File: src/rtl/bin2bcd_seq_pkg.sv
// ==== bin2bcd_seq_pkg : shared constants/types for the BCD converter | rev 1.0 ====
`default_nettype none

package bin2bcd_seq_pkg;

  typedef enum logic [0:0] {
    IDLE  = 1'b0,
    SHIFT = 1'b1
  } state_t;

  localparam int DIGITS_DEFAULT = 8;
  localparam int BCD_W_DEFAULT  = 4 * DIGITS_DEFAULT;

  // Largest value representable in d decimal digits (10^d - 1).
  function automatic logic [63:0] pow10_m1(input int d);
    logic [63:0] p;
    p = 64'd1;
    for (int i = 0; i < d; i++) p = p * 64'd10;
    return p - 64'd1;
  endfunction

  localparam logic [63:0]              BCD_MAX_DEFAULT   = pow10_m1(DIGITS_DEFAULT);
  localparam logic [BCD_W_DEFAULT-1:0] ALL_NINES_DEFAULT = {DIGITS_DEFAULT{4'h9}};

endpackage

`default_nettype wire

File: src/rtl/bin2bcd_seq_add3.sv
// ==== bcd_add3 : double-dabble digit correction cell (>=5 ? +3) | rev 1.0 ====
`default_nettype none

module bcd_add3 (
  input  logic [3:0] digit,
  output logic [3:0] adj
);

  always_comb begin
    adj = (digit >= 4'd5) ? digit + 4'd3 : digit;
  end

endmodule

`default_nettype wire

File: src/rtl/bin2bcd_seq.sv
// ==== bin2bcd_seq : sequential shift-add-3 binary to packed BCD, 1 bit/clk | rev 1.0 ====
`default_nettype none

module bin2bcd_seq
  import bin2bcd_seq_pkg::*;
#(
  parameter int BIN_W  = 27,
  parameter int DIGITS = DIGITS_DEFAULT
) (
  input  logic                  clk,
  input  logic                  rst_n,
  input  logic                  start,
  input  logic [BIN_W-1:0]      bin,
  output logic [4*DIGITS-1:0]   bcd,
  output logic                  busy,
  output logic                  done,
  output logic                  ovf
);

  localparam int                  BCD_W     = 4 * DIGITS;
  localparam int                  CNT_W     = $clog2(BIN_W);
  localparam logic [CNT_W-1:0]    LAST      = CNT_W'(BIN_W - 1);
  localparam logic [63:0]         BCD_MAX   = pow10_m1(DIGITS);
  localparam logic [BCD_W-1:0]    ALL_NINES = {DIGITS{4'h9}};

  state_t             state;
  state_t             state_nx;
  logic [CNT_W-1:0]   cnt;
  logic [BIN_W-1:0]   bin_sr;
  logic [BCD_W-1:0]   scratch;
  logic               ovf_pending;
  logic [BCD_W-1:0]   adjusted;
  logic [BCD_W-1:0]   shifted;

  for (genvar k = 0; k < DIGITS; k++) begin : g_add3
    bcd_add3 u_add3 (
      .digit (scratch[4*k +: 4]),
      .adj   (adjusted[4*k +: 4])
    );
  end

  assign shifted = {adjusted[BCD_W-2:0], bin_sr[BIN_W-1]};

  always_comb begin
    state_nx = state;
    case (state)
      IDLE:    if (start) state_nx = SHIFT;
      SHIFT:   if (cnt == LAST) state_nx = IDLE;
      default: state_nx = IDLE;
    endcase
  end

  always_ff @(posedge clk) begin
    if (!rst_n) begin
      state       <= IDLE;
      cnt         <= '0;
      bin_sr      <= '0;
      scratch     <= '0;
      ovf_pending <= 1'b0;
      bcd         <= '0;
      busy        <= 1'b0;
      done        <= 1'b0;
      ovf         <= 1'b0;
    end else begin
      state <= state_nx;
      done  <= 1'b0;
      case (state)
        IDLE: begin
          if (start) begin
            bin_sr      <= bin;
            scratch     <= '0;
            ovf_pending <= (64'(bin) > BCD_MAX);
            cnt         <= '0;
            busy        <= 1'b1;
          end
        end
        SHIFT: begin
          scratch <= shifted;
          bin_sr  <= {bin_sr[BIN_W-2:0], 1'b0};
          if (cnt == LAST) begin
            // Values beyond DIGITS digits saturate so the display never shows a truncated number.
            bcd  <= ovf_pending ? ALL_NINES : shifted;
            ovf  <= ovf_pending;
            done <= 1'b1;
            busy <= 1'b0;
            cnt  <= '0;
          end else begin
            cnt <= cnt + 1'b1;
          end
        end
        default: ;
      endcase
    end
  end

endmodule

`default_nettype wire
File: config.mk
export PLATFORM = sky130hd
export DESIGN_NAME = bin2bcd_seq
export DESIGN_NICKNAME = d
export VERILOG_FILES = /design/src/rtl/bin2bcd_seq_pkg.sv /design/src/rtl/bin2bcd_seq_add3.sv /design/src/rtl/bin2bcd_seq.sv
export SDC_FILE = /design/constraint.sdc
export NUM_CORES = 1
export LEC_CHECK = 0
export CAP_MARGIN = 20
export CORE_UTILIZATION = 35
export CTS_CLUSTER_DIAMETER = 80
export DETAILED_ROUTE_END_ITERATION = 12
export PLACE_DENSITY = 0.63
export SYNTH_ARGS = -nofsm -noshare
export SYNTH_HDL_FRONTEND = slang
export SYNTH_SLANG_ARGS = --single-unit
File: constraint.sdc
create_clock -name clk -period 2 [get_ports clk]
set_input_delay 0.2 -clock clk [delete_from_list [all_inputs] [get_ports clk]]
set_output_delay 0.2 -clock clk [all_outputs]
set_load 0.01 [all_outputs]
# --- Word-level counts from Yosys, hierarchy flattened ---
# Index checks and enable logic that the tools add are counted.
word_totals:
  ram_bits: 0
  ff_bits: 101
  latch_bits: 0
  mem_bits_ro: 0
  mem_count: 0
op_classes:
  n_lt_le_gt_ge: 9
  n_div: 0
  n_eq_ne: 3
  addsub: 9
  n_bitwise: 1
  n_mux: 23
  n_reduce_logical: 4
  multipliers: 0
  n_shift: 0
op_table:
  columns: ["cell", "count"]
  rows:
  - ["$mux 32", 2]
  - ["$pmux 32 s2", 1]
  - ["$pmux 27 s2", 1]
  - ["$ge 4x3->1 const B", 8]
  - ["$add 4x2->4 const B", 7]
  - ["$mux 4", 7]
  - ["$gt 27x27->1 const B", 1]
  - ["$mux 27", 1]
  - ["$mux 5", 2]
  - ["$pmux 5 s2", 1]
  - ["$reduce_and 2->1", 4]
  - ["$add 5x1->5 const B", 1]
  - ["$eq 5x5->1 const B", 1]
  - ["$mux 1", 5]
  - ["$pmux 1 s2", 2]
  - ["$add 3x2->3 const B", 1]
  - ["$mux 3", 1]
  - ["$ne 2x1->1 const B", 1]
  - ["$ne 2x2->1 const B", 1]
  - ["$not 1->1", 1]

# --- Depth between registers and ports, before layout ---
# Gate-level depths: netlist (run 1).
logic_depth:
  ltp_word: 3
  ltp_mapped: 8

# --- Cells and area by module ---
# A second synthesis (run 1) with hierarchy kept.
hier_totals:
  hier_cells: 617
  area_unflattened_um2: 5031.1
modules_own_cells:
  columns: ["mod", "cells_each", "area_per_inst_um2", "instances"]
  rows:
  - ["bin2bcd_seq", 489, 4220.3, 1]
  - ["bcd_add3", 16, 101.3, 8]

# --- Worst setup path after synthesis (run 1) ---
# Ideal clock, no wire load.
synth_timing:
  path_kind: "register to register"
  startpoint: "reg cnt[0]"
  endpoint: "reg bcd[10]"
  stages_incl_launch_ff: 9
  path_buffers: 2
  slack_ns: 0.320
  period_less_slack_ns: 1.680
  t_arrival_ns: 1.563
  path_cell_list: "dfxtp_1 -> inv_1 -> ha_1 -> and4b_1 -> and3_4 -> nor2b_4 -> buf_6 -> buf_6 -> a22o_1"
synth_via:
  elab_chain_len: 2
synth_rtl:
  columns: ["item", "line", "source"]
  rows:
  - ["from (decl)", "bin2bcd_seq.sv:28", "logic [CNT_W-1:0] cnt;"]
  - ["from (signal assigned)", "bin2bcd_seq.sv:88", "cnt <= cnt + 1'b1;"]
  - ["$eq 5x5->1", "bin2bcd_seq.sv:80", "if (cnt == LAST) begin"]
  - ["$reduce_and 2->1 (no line)", null, null]
  - ["to (signal assigned)", "bin2bcd_seq.sv:82", "bcd <= ovf_pending ? ALL_NINES : shifted;"]
  - ["to (decl)", "bin2bcd_seq.sv:14", "output logic [4*DIGITS-1:0] bcd,"]
# No other way between the ends.
# A chain may end at the register's enable or synchronous reset.

# --- Worst setup path after layout (run 1) ---
layout_timing:
  startpoint: "reg cnt[0]"
  endpoint: "reg bcd[6]"
# The elaborated chain is that of the path after synthesis.

==> reports/metrics.yaml, run 1 <==
finish:
  layout_common_cells: "dfxtp_1 (100), o21ai_0 (67), clkdlybuf4s50_1 (62)"
  n_antenna_cell: 0
  fin_nets: 639
  mostFrequentLayoutCell: "dfxtp_1"
  syn2layout_area_growth_pct: 23.0
  drive_above_1_share_pct: 6.71
  num-fill-cells: 1314
hold_path:
  hold_start: "rst_n"
  hold_depth: 2
  whs_endpoint: "cnt[3]"
  hold_path_class: "in -> reg"
worst_setup_path:
  reg2reg_to: "bcd[6]"
  required_ps: 2240
  reg2reg_depth: 7
  cp-end-kind: "flop"
  rr_startpoint: "cnt[0]"
  reg2reg_setup_slack_ps: 260
  cp-start-kind: "flop"
  cp.arrival_ps: 1980
  path_max_fanout: 8
  criticalPathCategory: "reg -> reg"
global_routing:
  grt.overflow.total: 0
  grt.total_usage_pct: 16.8
  antenna_found_initial: 0
  grt_pass1_wl_um: 18800
  first_global_vias: 3907
  grt_max_degree: 55
floorplan:
  dieWidth_um: 119
  die-area_mm2: 0.0141
  dieHeight_um: 119
  num_io_pins: 65
  start_util_pct: 36.0
  rows: 42
  core_area_mm2: 0.0133
synthesis:
  synth_nets: 583
  synthDistinctLibCells: 39
  syn_avg_cell_area_um2: 8.95
  ys_seq_elements: 101
  yosys.area.top_type: "dfxtp_1"
  synth_top_area_share_pct: 42.2
  synth_area_mm2: 0.00479
  ys_seq_area_share_pct: 42.2
  synth_warnings: 0
  netlist_instances: 535
  yosys-top-cells-area: "dfxtp_1 (42%), mux2i_1 (7.3%), o21ai_0 (7.0%)"
cts:
  cts_num_sinks: 101
  cts_buffer_depth: 2
  cts_inserted_buffers: 9
  insertion_delay_ps: 350
  root_buffer: "clkbuf_16"
  htreeDepth: 3
  path_clk_slew_ps: 70
  cts_tree: "done"
  holdBufCountCts: 0
sta:
  fin_ws_ps: 257
  slew_headroom_pct: 62.7
  rsz0062_at_grt: "false"
  tns_ps: 0
  max_freq_ghz: 0.574
  post-route-min-period_ps: 1740
  finalSetupViolations: 0
  report.final.slew_viol_count: 0
  fin_skew_ps: 5.73
  hold_viol_final: 0
  worst_slew_pin_slew_ps: 558
  fin_crit_sh_pct: 87.1
detailed_routing:
  final_antenna_net_count: 0
  wire_per_inst_um: 14.1
  drtIter0Drc: 149
  via_per_inst: 5.07
  first_pass_iters: 4
  vias: 3914
  drt_wl_total_um: 10800
  drc: 0
power:
  p_leak_uw: 0.00225
  ir_drop_mv: 0.416
  p_per_area_mw_per_mm2: 692
run_status:
  status: "completed"
placement:
  dp_worst_setup_slack_ps: 141
  port_buffers: 64
  gp_congestion: 0.800
  hpwl_um: 7770
flow_run:
  cap_violations: 0
## layer usage
metal / global-route usage [%] / share of wire (%) / vias up
li1: - / - / 1982
met4: 5.30 / 1.8 / 0
met5: 0 / 0 / -
met2: 28.4 / 48 / 70
met3: 4.84 / 4.5 / 18
met1: 20.3 / 46 / 1844
## final cells by class
class                      count  area, um2  share of cell area (%)
clock inverter                 6       46.3                   0.787
sequential                   101       2020                    34.4
multi-input combinational    379       2530                    42.9
inverter                      19       71.3                    1.21
clock buffer                  10        239                    4.06
tap                          176        220                    3.74
timing repair buffer          81        758                    12.9
## power breakdown
group | internal [uW] | leakage, uW | switching (uW)
combinational | 146 | 0.00129 | 151
sequential | 2050 | 0.000818 | 33.0
clock | 889 | 0.000141 | 799
total | 3090 | 0.00225 | 983
## sequential cells by signal, indices dropped and copies added (netlist names)
| name | count |
|---|---|
| bcd | 32 |
| bin_sr | 27 |
| busy | 1 |
| cnt | 5 |
| done | 1 |
| ovf | 1 |
| ovf_pending | 1 |
| scratch | 32 |
| state | 1 |
## timing repair
action	CTS	global route
setup endpoints to repair	0	13
resized for setup	0	1
buffers inserted	0	0
## critical path, stage by stage, from the launching register on
cell,delay [ps]
dfxtp_1,410
inv_1,70
ha_1,200
and4b_1,230
and3_4,180
nor2b_4,120
buf_4,190
a22o_1,240
## cells by family after synthesis
logic type | share of synthesized area [%]
mux | 7.32
simple gates | 20.7
compound gates | 18.6
buf+inv | 4.99
xor+xnor | 1.46
flops | 42.2
fa+ha+maj | 4.71
## how the worst max path moves through the flow
stage                 start           to  slack (ps)  depth (start not counted)
finish               cnt[0]       bcd[6]         260                          7
global placement    bin[26]  ovf_pending         190                          5
floorplan            cnt[0]      bcd[10]         320                          8
detailed placement   cnt[1]       bcd[0]         140                          5
CTS                  cnt[1]      bcd[12]         120                          5
global route         cnt[0]      bcd[12]         170                          6
## Yosys cell counts, drive strengths merged
cell and count:
or4 1, and4b 1, nor4bb 1, nand4b 2, ha 18, o311ai 1
mux2i 35, a41o 2, buf 17, a221o 1, o21a 1, o21ai 67
a221oi 1, o211ai 1, and2 40, a21boi 8, nand4 1, clkbuf 19
nand3 1, o311a 2, and3 1, xnor2 8, nand2 45, inv 19
nor3b 17, a22o 32, a31oi 2, nor3 17, nor2 11, nor2b 13
nand2b 16, a21oi 24, dfxtp 101, or3 9
## through the flow
stage          util, %  hold WS, ps  power [uW]  cells  instance area, um2
6_report          44.3          266        4070    772                5880
5_1_grt           44.3          281        4260    772                5880
4_1_cts           44.3          257        4130    772                5880
3_5_place_dp      42.1          459        2430    756                5600
3_3_place_gp      42.1          449        2420    756                5600
2_1_floorplan        -          390        2300    535                4790
No activity file was read; power rests on OpenSTA's default activity.
==> run 2, diff against run 1 <==
--- a/config.mk
+++ b/config.mk
@@ -10,6 +10,7 @@
 export CTS_CLUSTER_DIAMETER = 80
 export DETAILED_ROUTE_END_ITERATION = 12
 export PLACE_DENSITY = 0.63
+export SLEW_MARGIN = 20
 export SYNTH_ARGS = -nofsm -noshare
 export SYNTH_HDL_FRONTEND = slang
 export SYNTH_SLANG_ARGS = --single-unit
==> results of run 2 <==
The final DEF is identical to that of run 1; final timing and power are the same.
